==> src/rtl/grey_pkg.sv <==
// Shared definitions for the two-digit Grey-style counter decoder:
// code table, digit decode, successor rule and lock state encoding.
package grey_pkg;

  localparam int unsigned CODE_W = 5;
  localparam int unsigned BCD_W  = 4;

  // Code for each digit value 0..9
  localparam logic [CODE_W-1:0] GREY_0 = 5'b00000;
  localparam logic [CODE_W-1:0] GREY_1 = 5'b00001;
  localparam logic [CODE_W-1:0] GREY_2 = 5'b00011;
  localparam logic [CODE_W-1:0] GREY_3 = 5'b00010;
  localparam logic [CODE_W-1:0] GREY_4 = 5'b00110;
  localparam logic [CODE_W-1:0] GREY_5 = 5'b00100;
  localparam logic [CODE_W-1:0] GREY_6 = 5'b01100;
  localparam logic [CODE_W-1:0] GREY_7 = 5'b01000;
  localparam logic [CODE_W-1:0] GREY_8 = 5'b11000;
  localparam logic [CODE_W-1:0] GREY_9 = 5'b10000;

  // Decoded digit; val is 4'hF whenever valid is low
  typedef struct packed {
    logic             valid;
    logic [BCD_W-1:0] val;
  } digit_t;

  typedef enum logic {
    ACQUIRE = 1'b0,
    LOCKED  = 1'b1
  } state_t;

  // Map a 5-bit code to its digit value
  function automatic digit_t grey_to_digit(input logic [CODE_W-1:0] code);
    digit_t d;
    d.valid = 1'b1;
    case (code)
      GREY_0:  d.val = 4'd0;
      GREY_1:  d.val = 4'd1;
      GREY_2:  d.val = 4'd2;
      GREY_3:  d.val = 4'd3;
      GREY_4:  d.val = 4'd4;
      GREY_5:  d.val = 4'd5;
      GREY_6:  d.val = 4'd6;
      GREY_7:  d.val = 4'd7;
      GREY_8:  d.val = 4'd8;
      GREY_9:  d.val = 4'd9;
      default: begin
        d.valid = 1'b0;
        d.val   = 4'hF;
      end
    endcase
    return d;
  endfunction

  // Successor code in the counter sequence, 9 wraps to 0; invalid codes map to themselves
  function automatic logic [CODE_W-1:0] grey_next(input logic [CODE_W-1:0] code);
    logic [CODE_W-1:0] n;
    case (code)
      GREY_0:  n = GREY_1;
      GREY_1:  n = GREY_2;
      GREY_2:  n = GREY_3;
      GREY_3:  n = GREY_4;
      GREY_4:  n = GREY_5;
      GREY_5:  n = GREY_6;
      GREY_6:  n = GREY_7;
      GREY_7:  n = GREY_8;
      GREY_8:  n = GREY_9;
      GREY_9:  n = GREY_0;
      default: n = code;
    endcase
    return n;
  endfunction

endpackage

==> src/rtl/grey_digit_decode.sv <==
// Combinational decode of one 5-bit digit code to BCD plus valid flag.
module grey_digit_decode
  import grey_pkg::*;
(
  input  logic [CODE_W-1:0] i_code,
  output logic [BCD_W-1:0]  o_bcd_c,
  output logic              o_valid_c
);

  digit_t dig;

  // Table lookup through the shared decode function
  always_comb begin
    dig       = grey_to_digit(i_code);
    o_bcd_c   = dig.val;
    o_valid_c = dig.valid;
  end

endmodule

==> src/rtl/grey_decode.sv <==
// Receive-side decoder for the two-digit Grey-style counter code.
// Stage 1 registers the codes, stage 2 classifies the change against the
// previous sample and registers all outputs. Lock FSM and saturating error count.
// Optional: GREY_DECODE_SYNC_EN inserts a 2-flop synchronizer ahead of stage 1.
module grey_decode
  import grey_pkg::*;
#(
  parameter int unsigned LOCK_CNT = 4,
  parameter int unsigned ERR_W    = 8
) (
  input  logic              i_clk,
  input  logic              i_rst,
  input  logic [CODE_W-1:0] i_ones,
  input  logic [CODE_W-1:0] i_tens,
  output logic [BCD_W-1:0]  o_ones_bcd,
  output logic [BCD_W-1:0]  o_tens_bcd,
  output logic              o_valid,
  output logic              o_step,
  output logic              o_err,
  output logic              o_locked,
  output logic [ERR_W-1:0]  o_err_count
);

  localparam int unsigned LCNT_W = 4;

  logic [CODE_W-1:0] s_ones, s_tens;

`ifdef GREY_DECODE_SYNC_EN
  localparam int unsigned FILL_W = 3;

  logic [CODE_W-1:0] sync1_ones, sync1_tens, sync2_ones, sync2_tens;

  // Two-flop synchronizer for an asynchronous code source
  always_ff @(posedge i_clk) begin
    if (i_rst) begin
      sync1_ones <= '0;
      sync1_tens <= '0;
      sync2_ones <= '0;
      sync2_tens <= '0;
    end else begin
      sync1_ones <= i_ones;
      sync1_tens <= i_tens;
      sync2_ones <= sync1_ones;
      sync2_tens <= sync1_tens;
    end
  end

  assign s_ones = sync2_ones;
  assign s_tens = sync2_tens;
`else
  localparam int unsigned FILL_W = 1;

  assign s_ones = i_ones;
  assign s_tens = i_tens;
`endif

  logic [FILL_W-1:0] fill_q;
  logic              cur_full;
  logic [CODE_W-1:0] cur_ones, cur_tens;
  logic [CODE_W-1:0] prev_ones, prev_tens;
  logic              prev_full;

  // Stage 1: capture codes; fill_q marks when cur holds a real post-reset sample
  always_ff @(posedge i_clk) begin
    if (i_rst) begin
      fill_q   <= '0;
      cur_ones <= '0;
      cur_tens <= '0;
    end else begin
      fill_q   <= (fill_q << 1) | FILL_W'(1);
      cur_ones <= s_ones;
      cur_tens <= s_tens;
    end
  end

  assign cur_full = fill_q[FILL_W-1];

  logic [BCD_W-1:0] cur_ones_bcd, cur_tens_bcd;
  logic             cur_ones_vld, cur_tens_vld;

  grey_digit_decode u_ones_dec (
    .i_code    (cur_ones),
    .o_bcd_c   (cur_ones_bcd),
    .o_valid_c (cur_ones_vld)
  );

  grey_digit_decode u_tens_dec (
    .i_code    (cur_tens),
    .o_bcd_c   (cur_tens_bcd),
    .o_valid_c (cur_tens_vld)
  );

  digit_t prev_ones_d, prev_tens_d;
  logic   cur_vld, prev_vld;
  logic   hold, adv, carry;
  logic   step_c, err_c;

  assign prev_ones_d = grey_to_digit(prev_ones);
  assign prev_tens_d = grey_to_digit(prev_tens);
  assign cur_vld     = cur_ones_vld & cur_tens_vld;
  assign prev_vld    = prev_ones_d.valid & prev_tens_d.valid;

  // Transition shapes, meaningful only when both samples are valid
  assign hold  = (cur_ones_bcd == prev_ones_d.val) && (cur_tens_bcd == prev_tens_d.val);
  assign adv   = (cur_tens == prev_tens) && (prev_ones_d.val != 4'd9) &&
                 (cur_ones == grey_next(prev_ones));
  assign carry = (prev_ones_d.val == 4'd9) && (cur_ones == GREY_0) &&
                 (cur_tens == grey_next(prev_tens));

  // Classify the cur-vs-prev change into step / error events
  always_comb begin
    step_c = 1'b0;
    err_c  = 1'b0;
    if (cur_full && prev_full) begin
      if (!cur_vld) begin
        err_c = 1'b1;
      end else if (prev_vld) begin
        if (adv || carry) begin
          step_c = 1'b1;
        end else if (!hold) begin
          err_c = 1'b1;
        end
      end
    end
  end

  state_t            state_q, state_d;
  logic [LCNT_W-1:0] lock_cnt_q, lock_cnt_d, lock_inc;

  // Lock FSM state register
  always_ff @(posedge i_clk) begin
    if (i_rst) begin
      state_q    <= ACQUIRE;
      lock_cnt_q <= '0;
    end else begin
      state_q    <= state_d;
      lock_cnt_q <= lock_cnt_d;
    end
  end

  // Lock FSM next state: count steps in ACQUIRE, any error drops back
  always_comb begin
    state_d    = state_q;
    lock_cnt_d = lock_cnt_q;
    lock_inc   = lock_cnt_q + LCNT_W'(1);
    case (state_q)
      ACQUIRE: begin
        if (err_c) begin
          lock_cnt_d = '0;
        end else if (step_c) begin
          if (lock_inc == LCNT_W'(LOCK_CNT)) begin
            state_d    = LOCKED;
            lock_cnt_d = '0;
          end else begin
            lock_cnt_d = lock_inc;
          end
        end
      end
      LOCKED: begin
        if (err_c) begin
          state_d    = ACQUIRE;
          lock_cnt_d = '0;
        end
      end
      default: begin
        state_d    = ACQUIRE;
        lock_cnt_d = '0;
      end
    endcase
  end

  // Stage 2: register outputs and roll cur into prev
  always_ff @(posedge i_clk) begin
    if (i_rst) begin
      o_ones_bcd  <= '0;
      o_tens_bcd  <= '0;
      o_valid     <= 1'b0;
      o_step      <= 1'b0;
      o_err       <= 1'b0;
      o_locked    <= 1'b0;
      o_err_count <= '0;
      prev_ones   <= '0;
      prev_tens   <= '0;
      prev_full   <= 1'b0;
    end else begin
      o_step   <= step_c;
      o_err    <= err_c;
      o_locked <= (state_d == LOCKED);
      if (err_c && (o_err_count != {ERR_W{1'b1}})) begin
        o_err_count <= o_err_count + ERR_W'(1);
      end
      if (cur_full) begin
        o_ones_bcd <= cur_ones_bcd;
        o_tens_bcd <= cur_tens_bcd;
        o_valid    <= cur_vld;
        prev_ones  <= cur_ones;
        prev_tens  <= cur_tens;
        prev_full  <= 1'b1;
      end
    end
  end

endmodule
==> config.mk <==
export PLATFORM = sky130hd
export DESIGN_NAME = grey_decode
export DESIGN_NICKNAME = d
export VERILOG_FILES = /design/src/rtl/grey_pkg.sv /design/src/rtl/grey_digit_decode.sv /design/src/rtl/grey_decode.sv
export SDC_FILE = /design/constraint.sdc
export NUM_CORES = 1
export LEC_CHECK = 0
export BUFFER_PORTS_ARGS = -buffer_cell sky130_fd_sc_hd__buf_2
export CAP_MARGIN = 10
export CORE_ASPECT_RATIO = 0.7
export CORE_MARGIN = 8
export CORE_UTILIZATION = 58
export CTS_CLUSTER_DIAMETER = 80
export DETAILED_ROUTE_END_ITERATION = 8
export GPL_ROUTABILITY_DRIVEN = 0
export GPL_TIMING_DRIVEN = 0
export PLACE_DENSITY = 0.87
export SYNTH_ARGS = -nofsm -noshare
export SYNTH_HDL_FRONTEND = slang
export SYNTH_HIERARCHICAL = 1
export SYNTH_SLANG_ARGS = --single-unit
==> constraint.sdc <==
create_clock -name i_clk -period 3.2 [get_ports i_clk]
set_input_delay 0.32 -clock i_clk [delete_from_list [all_inputs] [get_ports i_clk]]
set_output_delay 0.32 -clock i_clk [all_outputs]
set_load 0.02 [all_outputs]
# Word-level counts from Yosys, hierarchy flattened

Cells that the tools add are included.

$add $sub $neg: 2
Equality and inequality tests: 47
Muxes and demuxes: 30
Bitwise gates (word level): 3
Reduce and logical (&&, ||, !) cells: 17

Operators by type and width:

| cell                                                   | count |
|---|---|
| case mux 4 bit (10 select lines)                       | 4 |
| case mux 5 bit (10 select lines)                       | 2 |
| == test 5 x 2 -> 1 bit (second input constant)         | 8 |
| == test 5 x 3 -> 1 bit (second input constant)         | 8 |
| == test 5 x 4 -> 1 bit (second input constant)         | 8 |
| == test 5 bit (second input constant)                  | 8 |
| OR reduction 10 bit                                    | 4 |
| == test 5 x 1 -> 1 bit (second input constant)         | 4 |
| zero test 5 bit                                        | 4 |
| two-way mux 1 bit                                      | 18 |
| two-way mux 4 bit                                      | 4 |
| == test 5 bit                                          | 3 |
| adder 8 x 1 -> 8 bit (second input constant)           | 1 |
| == test 4 bit                                          | 2 |
| inequality test 8 bit (second input constant)          | 1 |
| case mux 4 bit (2 select lines)                        | 1 |
| logical AND 1 bit                                      | 7 |
| adder 4 x 1 -> 4 bit (second input constant)           | 1 |
| == test 4 x 3 -> 1 bit (second input constant)         | 1 |
| == test 4 bit (second input constant)                  | 1 |
| inequality test 4 bit (second input constant)          | 1 |
| inequality test 3 bit (second input constant)          | 1 |
| AND 1 bit                                              | 2 |
| inequality test 2 x 1 -> 1 bit (second input constant) | 1 |
| other kinds (4)                                        | 4 |

Register bits after elaboration: 46
Bits of input ports: 12
Output and inout bits: 20
Logic and storage cells: 113

# Logic depth before layout (Yosys ltp)

Gate-level depths: netlist of run 1.

Word-level depth: 13
Gate-level depth with buffers: 12
Mapped depth without buffers: 10

# Cells and area by module

Netlist of run 1, hierarchy kept.

By module, submodules not included:

| module            | instances | cells each | area each (µm²) | sequential area each (µm²) |
|---|---|---|---|---|
| grey_decode       | 1         | 342        | 2929.1          | 920.9 |
| grey_digit_decode | 2         | 23         | 162.7           | 0.0 |

# Worst setup path after synthesis of run 1

OpenSTA, ideal clock, no wires.

Path kind: register to register
From: register cur_ones[4]
To: register o_err_count[5]
Library setup time: 0.123 ns
Data arrival time: 2.455 ns
Data required time: 3.077 ns
Slack: 0.621 ns
Stages on the path, launching flop included: 12
Path buffers: 2
Period minus slack after synthesis: 2.579 ns
Path through: dfxtp_1 -> buf_4 -> mux2_2 -> nor3_1 -> a21oi_1 -> or4_1 -> nand3_1 -> o2111ai_1 -> o21ai_1 -> buf_2 -> nor4_1 -> mux2_1

Longest elaborated chain between the ends: 10
Elaborated cells between the ends (all ways): 27
Those cells by class: 11 x eq/ne; 7 x mux; 1 x bitwise; 8 x reduce/logical

RTL lines:

| what                                        | line               | text |
|---|---|---|
| start, declared                             | grey_decode.sv:59  | `logic [CODE_W-1:0] cur_ones, cur_tens;` |
| start signal, assigned                      | grey_decode.sv:71  | `cur_ones <= s_ones;` |
| == test 5 bit, or another cell as far along | grey_pkg.sv:35     | `case (code)` |
| case mux 4 bit (10 select lines) *          | grey_pkg.sv:35     |  |
| net cur_ones_bcd[1]                         | grey_decode.sv:78  | `logic [BCD_W-1:0] cur_ones_bcd, cur_tens_bcd;` |
| == test 4 bit *                             | grey_decode.sv:104 | `assign hold = (cur_ones_bcd == prev_ones_d.val) && (cur_tens_bcd == prev_tens_d.val);` |
| logical AND 1 bit *                         | grey_decode.sv:104 |  |
| two-way mux 1 bit *                         | grey_decode.sv:120 | `end else if (!hold) begin` |
| two-way mux 1 bit *                         | grey_decode.sv:118 | `if (adv \|\| carry) begin` |
| two-way mux 1 bit *                         | grey_decode.sv:117 | `end else if (prev_vld) begin` |
| two-way mux 1 bit *                         | grey_decode.sv:115 | `if (!cur_vld) begin` |
| two-way mux 1 bit *                         | grey_decode.sv:114 | `if (cur_full && prev_full) begin` |
| logical AND 1 bit *                         | grey_decode.sv:189 | `if (err_c && (o_err_count != {ERR_W{1'b1}})) begin` |
| end signal, assigned                        | grey_decode.sv:190 | `o_err_count <= o_err_count + ERR_W'(1);` |
| end, declared                               | grey_decode.sv:21  | `output logic [ERR_W-1:0] o_err_count` |

Mark *: on every way through the listed nets, which the timed path passes. The rest lies on a longest branch.
A chain may end at the register's enable or synchronous reset.

# Final worst setup path of run 1

From: register cur_tens[4]
To: register o_err_count[7]

Elaborated cells between the ends (all ways): 28
Those cells by class: 12 x eq/ne; 7 x mux; 1 x bitwise; 8 x reduce/logical

RTL lines:

| what                                                 | line               | text |
|---|---|---|
| start, declared                                      | grey_decode.sv:59  |  |
| start signal, assigned                               | grey_decode.sv:72  | `cur_tens <= s_tens;` |
| == test 5 x 1 -> 1 bit, or another cell as far along | grey_pkg.sv:35     |  |
| OR reduction 10 bit (no line) *                      | n/a                |  |
| two-way mux 1 bit *                                  | grey_pkg.sv:35     |  |
| net cur_tens_vld                                     | grey_decode.sv:79  | `logic cur_ones_vld, cur_tens_vld;` |
| AND 1 bit *                                          | grey_decode.sv:100 | `assign cur_vld = cur_ones_vld & cur_tens_vld;` |
| two-way mux 1 bit *                                  | grey_decode.sv:115 |  |
| two-way mux 1 bit *                                  | grey_decode.sv:114 |  |
| logical AND 1 bit *                                  | grey_decode.sv:189 |  |

Marked as above.

==> metrics, run 1 <==
RSZ-0062 raised after global routing no; status complete, no violations; XOR/XNOR Fraction of Synth Area around 4.6%; layout cells sized above 1 roughly a fifth; number of synthesized register bits 46; grt ovf 0; H-tree depth 2; Die ar. approximately 0.0083 sq mm; crit path from cur_tens[4]; area leader, netlist dfxtp_1; fin crit share a little over nine tenths; # clock sinks 46; Die W 106 um; WS Path Type reg2reg; NumNets Final between 400 and 500; clock-pin slew on the worst setup and hold paths 0.09 ns; mean post-synth cell area approximately 8.4 sq um; reg2reg end o_err_count[7]; Cell Area, Synth ~0.0033 sq mm; Fin. Hold Viols 0; compound-gate portion of the synthesized area around a fifth; critical path's largest stage delay between 0.4 and 0.5 ns; Synth Area in Adders 1.15%; r2r setup slk approximately 0.19 ns; CP Buf/Inv Count 2; Final Critical Period ~3 ns; Endpoint, Worst Hold cur_tens[3]; WL/cell 16.6 um; combinational family with the most area after synthesis simple AND/OR/NAND/NOR gates; Critical Path End Type register; transition time of the tightest slew-check pin 0.774 ns; worst skew pair latency about 0.31 ns; Relative slew margins roughly half; share of the synthesized area in the top cell type 28.3%; Worst IR Drop VDD between 0.0003 and 0.0004 V; ranking of synthesized cells by area dfxtp_1 28%, mux2i_1 7.1%, nor2_1 5.2%; syn_nets around 400; final setup margin 0.191 ns; worst path cell trace buf_4 -> nor2_2 -> nor2_1 -> o32ai_1 -> and2_4 -> o22ai_1 -> a211oi_1 -> o2111ai_1 -> o21ai_2 -> buf_2 -> nor3_1 -> mux2_1; fmax between 300 and 400 MHz; DRC errors left 0; number of I/O pins 32; Arr. time, crit path approximately 3.2 ns; Simple-Gate Fraction of Synth Area about 30%; clk buf depth 2; P_leak about 1.5 nW; Worst Skew 0.00731 ns; max-slew violations 0; Total Routing Usage GR between 10% and 20%; core region area about 0.0053 sq mm; Mapped Cells 388; Post-Route WL 8280 um; Diodes inserted 0; hold wc startpoint i_tens[3]; Initial Utilization roughly three fifths; Post-synth top cells 46 x dfxtp_1, 45 x nor2_1, 24 x a21oi_1, 23 x mux2i_1, 16 x nor3_1; Die Y 78.7 um; CP max stage cell dfxtp_1; I/O Buffers 31; setup violators final 0; Initial DRC Count 305; Crit path max-delay family compound AO/OA/AOI/OAI gates; Pwr Density between 300 and 400 mW/mm^2; Via Count 3128; reg2reg start cur_tens[4]; Antenna Nets Post-Route 0; Via density between 6 and 7; postcts setup bufs 0; HP Class in2reg; Layout area overhead 11.5%; EDFF count, synth 0; first-pass GRT wire length roughly 14000 um; R2R depth 12; pin count of the biggest net entering global routing 15; synth unique cells 66; most common cell in the netlist dfxtp_1; initial antenna violation count 0; Setup WS pre-CTS 0.159 ns; Worst Path Max Fanout 10; Hold Path Cell Cnt 2; Seq/Total Area, Yosys 28.3%; Maximum Capacitance Violations 0; DP HPWL 6110 um; First-pass DRT Iterations 5; TritonCTS clock tree built; Critical Path RT ~3.4 ns; Async S/R FF share, synth 0%; CTS root buffer clkbuf_8; vias in the first global route 2840; Ys Warns 6; setup_tns 0 ns; total CTS buffers 5; mux share of post-synthesis cell area approximately 8.8%; ys flop type dfxtp_1; startpoint class of the critical path register; Placement Rows 22
==> timing repair <==
action,in CTS,in global routing
hold buffers,0,0
endpoints found under the hold margin,0,0
gates resized for setup,0,6
setup endpoints to repair,0,3
==> sequential cells by signal (all words and copies together), names as in the netlist, 4 cells and up <==
signal	cells
cur_ones	5
cur_tens	5
lock_cnt_q	4
o_err_count	8
o_ones_bcd	4
o_tens_bcd	4
prev_ones	5
prev_tens	5
==> cells in the final DEF, fill, tap and decap left out, drive strengths merged, types with 4 or more instances in the layout <==
cell type	instances
buf	61
a21oi	24
xor2	7
nand2	15
nor2b	13
o31ai	6
xnor2	10
o32ai	4
clkbuf	11
and4b	4
o22ai	7
dfxtp	46
or3	8
a211oi	10
o21ai	12
nand4	6
nor3	17
nor3b	7
nor2	45
mux2	5
mux2i	23
or4	6
nand3	10
inv	8
nor4b	6
or2	4
and3	4
==> per-layer routing <==
layer / global-route usage (%) / part of all wire, % / up-vias
met5: 0 / 0 / -
met4: 7.13 / 2.5 / 0
met3: 7.10 / 11 / 28
met2: 29.1 / 42 / 177
met1: 25.4 / 44 / 1425
li1: - / - / 1498
==> worst max-delay path by stage <==
stage          cells past startpoint             end  slack [ns]
2_1_floorplan                     11  o_err_count[5]        0.62
3_5_place_dp                      12  o_err_count[5]        0.16
4_1_cts                           12  o_err_count[5]        0.13
5_1_grt                           12  o_err_count[7]       0.007
6_report                          12  o_err_count[7]        0.19
3_3_place_gp                      12  o_err_count[5]        0.23
==> cell families (layout without fill, tap and decap cells) <==
group | after synthesis | count (layout)
mux | 28 | 28
simple gates | 165 | 165
buf+inv | 43 | 82
flops | 46 | 46
xor+xnor | 17 | 17
compound gates | 86 | 86
fa+ha+maj | 3 | 3
==> through the flow <==
step | util (%) | cell area [sq um] | hold WS (ns) | power, mW | instances
5_1_grt | 67.9 | 3630 | 0.214 | 1.45 | 499
3_3_place_gp | 65.5 | 3500 | 0.448 | 0.942 | 491
2_1_floorplan | - | 3250 | 0.420 | 0.874 | 388
6_report | 67.9 | 3630 | 0.216 | 1.40 | 499
3_5_place_dp | 65.5 | 3500 | 0.465 | 0.952 | 491
4_1_cts | 67.6 | 3610 | 0.218 | 1.38 | 499
==> area by class of cell <==
type	instances	area [sq um]
inverter	8	30.0
multi-input combinational	299	2070
sequential	46	922
clock inverter	2	37.5
buffer	35	248
fill	430	1710
timing repair buffer	31	155
clock buffer	6	72.6
tap	72	90.1
==> report_power, final <==
group          leakage, nW  total, mW  switching (mW)  internal, mW
clock network       0.0514      0.442           0.208         0.233
registers            0.378      0.626          0.0286         0.597
logic                 1.06      0.328           0.192         0.136
Power figures use the tool's default switching activity.
==> run 2, diff against run 1 <==
--- a/config.mk
+++ b/config.mk
@@ -7,14 +7,16 @@
 export LEC_CHECK = 0
 export BUFFER_PORTS_ARGS = -buffer_cell sky130_fd_sc_hd__buf_2
 export CAP_MARGIN = 10
+export CELL_PAD_IN_SITES_DETAIL_PLACEMENT = 0
+export CELL_PAD_IN_SITES_GLOBAL_PLACEMENT = 1
 export CORE_ASPECT_RATIO = 0.7
 export CORE_MARGIN = 8
-export CORE_UTILIZATION = 58
+export CORE_UTILIZATION = 45
 export CTS_CLUSTER_DIAMETER = 80
 export DETAILED_ROUTE_END_ITERATION = 8
 export GPL_ROUTABILITY_DRIVEN = 0
 export GPL_TIMING_DRIVEN = 0
-export PLACE_DENSITY = 0.87
+export PLACE_DENSITY = 0.89
 export SYNTH_ARGS = -nofsm -noshare
 export SYNTH_HDL_FRONTEND = slang
 export SYNTH_HIERARCHICAL = 1
==> metrics, run 2 (synthesized netlist as in run 1, its figures left out) <==
Arr. time, crit path roughly 3.2 ns; commonest non-fill, non-tap cell in the layout dfxtp_1; fill count between 700 and 800; pin count of the biggest net entering global routing 18; First-pass DRT Iterations 7; startpoint class of the critical path register; Via density 5.77; fmax ~330 MHz; worst path cell trace buf_4 -> nor2_2 -> a21oi_1 -> or2_1 -> or3_1 -> o311ai_0 -> nand4bb_1 -> o21ai_2 -> buf_2 -> nor4_1 -> mux2_1; max reg flops 8; number of I/O pins 32; setup_tns 0 ns; dpl cells a little over 500; Relative slew margins a little over two fifths; Worst Path Max Fanout 10; Final Cell Area 0.00365 sq mm; status complete, no violations; Placement Rows 26; first-pass GRT wire length about 14000 um; clock-pin slew on the worst setup and hold paths ~0.10 ns; Pwr Density approximately 370 mW/mm^2; worst skew pair latency approximately 0.31 ns; Critical Path RT 3.41 ns; H-tree depth 2; Initial Utilization a little under half; max-slew violations 0; vias in the first global route 2834; Setup WS pre-CTS around 0.082 ns; TritonCTS clock tree built; Reg with most FFs o_err_count; # clock sinks between 40 and 50; grt ovf 0; transition time of the tightest slew-check pin roughly 0.85 ns; CP max stage cell dfxtp_1; Post-Route WL roughly 8500 um; initial antenna violation count 0; r2r setup slk ~0.17 ns; Tot Pwr roughly 1.3 mW; Final Critical Period between 3 and 4 ns; Antenna Nets Post-Route 0; DP HPWL 6310 um; I/O Buffers 31; clk buf depth 2; Total Routing Usage GR roughly 17%; CP Buf/Inv Count 2; Critical Path End Type register; fin crit share between 90% and 100%; Die Y a little under 90 um; DP Area 0.00353 sq mm; total CTS buffers 5; critical path's largest stage delay ~0.43 ns; Fin. Hold Viols 0; Worst Skew 0.00774 ns; setup violators final 0; Maximum Capacitance Violations 0; final setup margin ~0.17 ns; WS Path Type reg2reg; WL/cell between 15 and 20 um; Diodes inserted 0; Layout area overhead 12.2%; Via Count approximately 3000; most frequent cells in the layout 45 x dfxtp_1, 44 x nor2_1, 43 x buf_2; Initial DRC Count 317; Crit path max-delay family simple AND/OR/NAND/NOR gates; core region area between 0.007 and 0.008 sq mm; CTS root buffer clkbuf_8; RSZ-0062 raised after global routing no; fin cells ~530; NumNets Final between 400 and 500; Worst IR Drop VDD roughly 0.00028 V; Die W 118 um; Die ar. around 0.010 sq mm; DRC errors left 0; layout cells sized above 1 about a fifth; HP Class in2reg; P_leak between 1 and 1.5 nW
## run 2: cell count changes in the layout (fill, tap and decap cells not counted), sizes merged
cell / previous run / this run
inv: 8 / 11
clkinvlp: 1 / 0
bufinv: 1 / 0
clkbuf: 11 / 10
## run 2: through the flow
stage / hold slack (ns) / utilization (%)
floorplan: 0.420 / -
global placement: 0.449 / 49.4
detailed placement: 0.463 / 49.4
CTS: 0.206 / 50.7
global route: 0.209 / 51.0
finish: 0.209 / 51.0
## run 2: where the power goes
group / internal, mW / total [mW] / switching, mW
combinational: 0.137 / 0.328 / 0.190
clock: 0.163 / 0.390 / 0.228
sequential: 0.598 / 0.627 / 0.0293
total: 0.898 / 1.35 / 0.447
## run 2: layout make-up
cell class / instances / area (sq um) / area share (%)
Clock buffer: 5 / 68.8 / 1.88
Buffer: 35 / 248 / 6.78
Sequential cell: 46 / 922 / 25.2
Inverter: 8 / 30.0 / 0.822
Multi-Input combinational cell: 299 / 2080 / 56.9
Tap cell: 98 / 123 / 3.36
Timing Repair Buffer: 31 / 155 / 4.25
Clock inverter: 3 / 26.3 / 0.719
## run 2: final timing paths
check / depth (start not counted) / to / startpoint
hold reg to reg: 2 / o_ones_bcd[3] / o_ones_bcd[3]
setup / recovery: 11 / o_err_count[5] / cur_tens[4]
hold / removal: 2 / cur_tens[3] / i_tens[3]
setup reg to reg: 11 / o_err_count[5] / cur_tens[4]
## run 2: worst reg2reg max path, cell delays in order (launching register included)
cell and delay [ns]:
dfxtp_1 0.43, buf_4 0.22, nor2_2 0.20, a21oi_1 0.06
or2_1 0.30, or3_1 0.38, o311ai_0 0.10, nand4bb_1 0.31
o21ai_2 0.11, buf_2 0.19, nor4_1 0.29, mux2_1 0.35
## run 2: per-layer routing
layer | wire length (um) | vias up | global-route usage (%)
li1 | - | 1494 | -
met1 | 4390 | 1416 | 24.1
met2 | 3480 | 110 | 25.3
met3 | 591 | 11 | 3.11
met4 | 51 | 0 | 2.43
met5 | 0 | - | 0
## run 2: repair_timing
action                                  CTS  global route
endpoints found under the setup margin    0             4
resized for setup                         0             7
hold buffers                              0             0
setup buffers                             0             0
==> run 3, diff against run 2 <==
--- a/config.mk
+++ b/config.mk
@@ -17,6 +17,8 @@
 export GPL_ROUTABILITY_DRIVEN = 0
 export GPL_TIMING_DRIVEN = 0
 export PLACE_DENSITY = 0.89
+export SETUP_SLACK_MARGIN = 0.2
+export SLEW_MARGIN = 20
 export SYNTH_ARGS = -nofsm -noshare
 export SYNTH_HDL_FRONTEND = slang
 export SYNTH_HIERARCHICAL = 1
==> metrics, run 3 (synthesized netlist as in run 1, its figures left out) <==
status complete, no violations; worst skew pair latency approximately 0.31 ns; Antenna Nets Post-Route 0; commonest non-fill, non-tap cell in the layout nor2_1; WS Path Type reg2reg; Via Count ~3100; max-slew violations 0; Relative slew margins 44.0%; First-pass DRT Iterations 5; CTS root buffer clkbuf_8; Worst Path Max Fanout 10; pin count of the biggest net entering global routing 18; I/O Buffers 31; Tot Pwr between 1 and 1.5 mW; DRC errors left 0; Total Routing Usage GR approximately 17%; fmax roughly 350 MHz; setup_tns 0 ns; Worst IR Drop VDD around 0.00025 V; transition time of the tightest slew-check pin ~0.84 ns; first-pass GRT wire length ~14000 um; Fin. Hold Viols 0; reg2reg start cur_ones[4]; # clock sinks 46; clock-pin slew on the worst setup and hold paths around 0.1 ns; Maximum Capacitance Violations 0; core region area around 0.0072 sq mm; vias in the first global route 2856; startpoint class of the critical path register; total CTS buffers 5; crit path from cur_ones[4]; DP Area 0.00353 sq mm; Critical Path End Type register; NumNets Final roughly 440; Diodes inserted 0; setup violators final 0; max reg flops 8; Final Critical Period 2.83 ns; layout cells sized above 1 23.4%; Layout area overhead 13.9%; Critical Path RT 3.40 ns; Setup WS pre-CTS 0.0825 ns; DP HPWL around 6300 um; grt ovf 0; Die Y around 87 um; Pwr Density 366 mW/mm^2; Post-Route WL between 8000 and 9000 um; Placement Rows 26; Die W 118 um; CTS hold repair buffers 0; hold wc startpoint i_tens[3]; fin crit share roughly nine tenths; Initial Utilization between 40 and 50%; H-tree depth 2; most frequent cells in the layout 43 x nor2_1, 42 x buf_2, 41 x dfxtp_1; Util after Layout about half; Final Cell Area 0.00371 sq mm; TritonCTS clock tree built; r2r setup slk between 0.3 and 0.4 ns; clk buf depth 2; WL/cell between 15 and 20 um; HP Class in2reg; fill count around 700; RSZ-0062 raised after global routing no; Worst Skew approximately 0.01 ns; Via density 5.82; P_leak around 1.5 nW; number of I/O pins 32; Reg with most FFs o_err_count; final setup margin between 0.3 and 0.4 ns; Arr. time, crit path 3.03 ns; Die ar. ~0.010 sq mm; Initial DRC Count 310; initial antenna violation count 0
[run 3: worst paths after layout]
path / to / cells after the start
setup / recovery: o_err_count[7] / 11
hold / removal: cur_tens[3] / 2
setup reg to reg: o_err_count[7] / 11
hold reg to reg: o_ones_bcd[3] / 2
[run 3: report_power, final]
part           total [mW]  internal, mW  switching [mW]
Sequential          0.627         0.598          0.0296
Combinational       0.339         0.144           0.195
Clock               0.391         0.163           0.229
Total                1.36         0.904           0.453
[run 3: repair_timing]
item	CTS	global route
setup endpoints to repair	2	5
gates cloned	0	0
pin swaps	1	2
resized for setup	8	13
setup buffers	0	1
[run 3: per-stage QoR]
step / hold slack (ns) / std cells
floorplan: 0.420 / 388
global placement: 0.449 / 517
detailed placement: 0.463 / 517
CTS: 0.206 / 525
global route: 0.209 / 526
finish: 0.208 / 526
[run 3: routing by layer]
metal | track usage (%) | vias to the layer above | wire, um
met5 | 0 | - | 0
met4 | 2.43 | 0 | 64
met1 | 24.3 | 1449 | 4380
li1 | - | 1501 | -
met2 | 25.5 | 99 | 3510
met3 | 3.11 | 10 | 614
[run 3: final cells by class]
cell class / instances / area [sq um] / area share [%]
timing repair buffer: 32 / 163 / 4.39
multi-input combinational: 299 / 2110 / 57.0
clock buffer: 5 / 68.8 / 1.86
inverter: 8 / 30.0 / 0.810
buffer: 35 / 254 / 6.85
tap: 98 / 123 / 3.31
clock inverter: 3 / 26.3 / 0.709
sequential: 46 / 930 / 25.1
[run 3: critical path: stages (launching register included)]
cell and delay [ns]:
dfxtp_4 0.40, buf_4 0.17, mux2_2 0.33, nor3_1 0.14, a21oi_1 0.11, or4_1 0.49, nand3_1 0.12, o2111ai_2 0.15
o21ai_2 0.26, buf_6 0.17, nor3_1 0.06, mux2_1 0.33
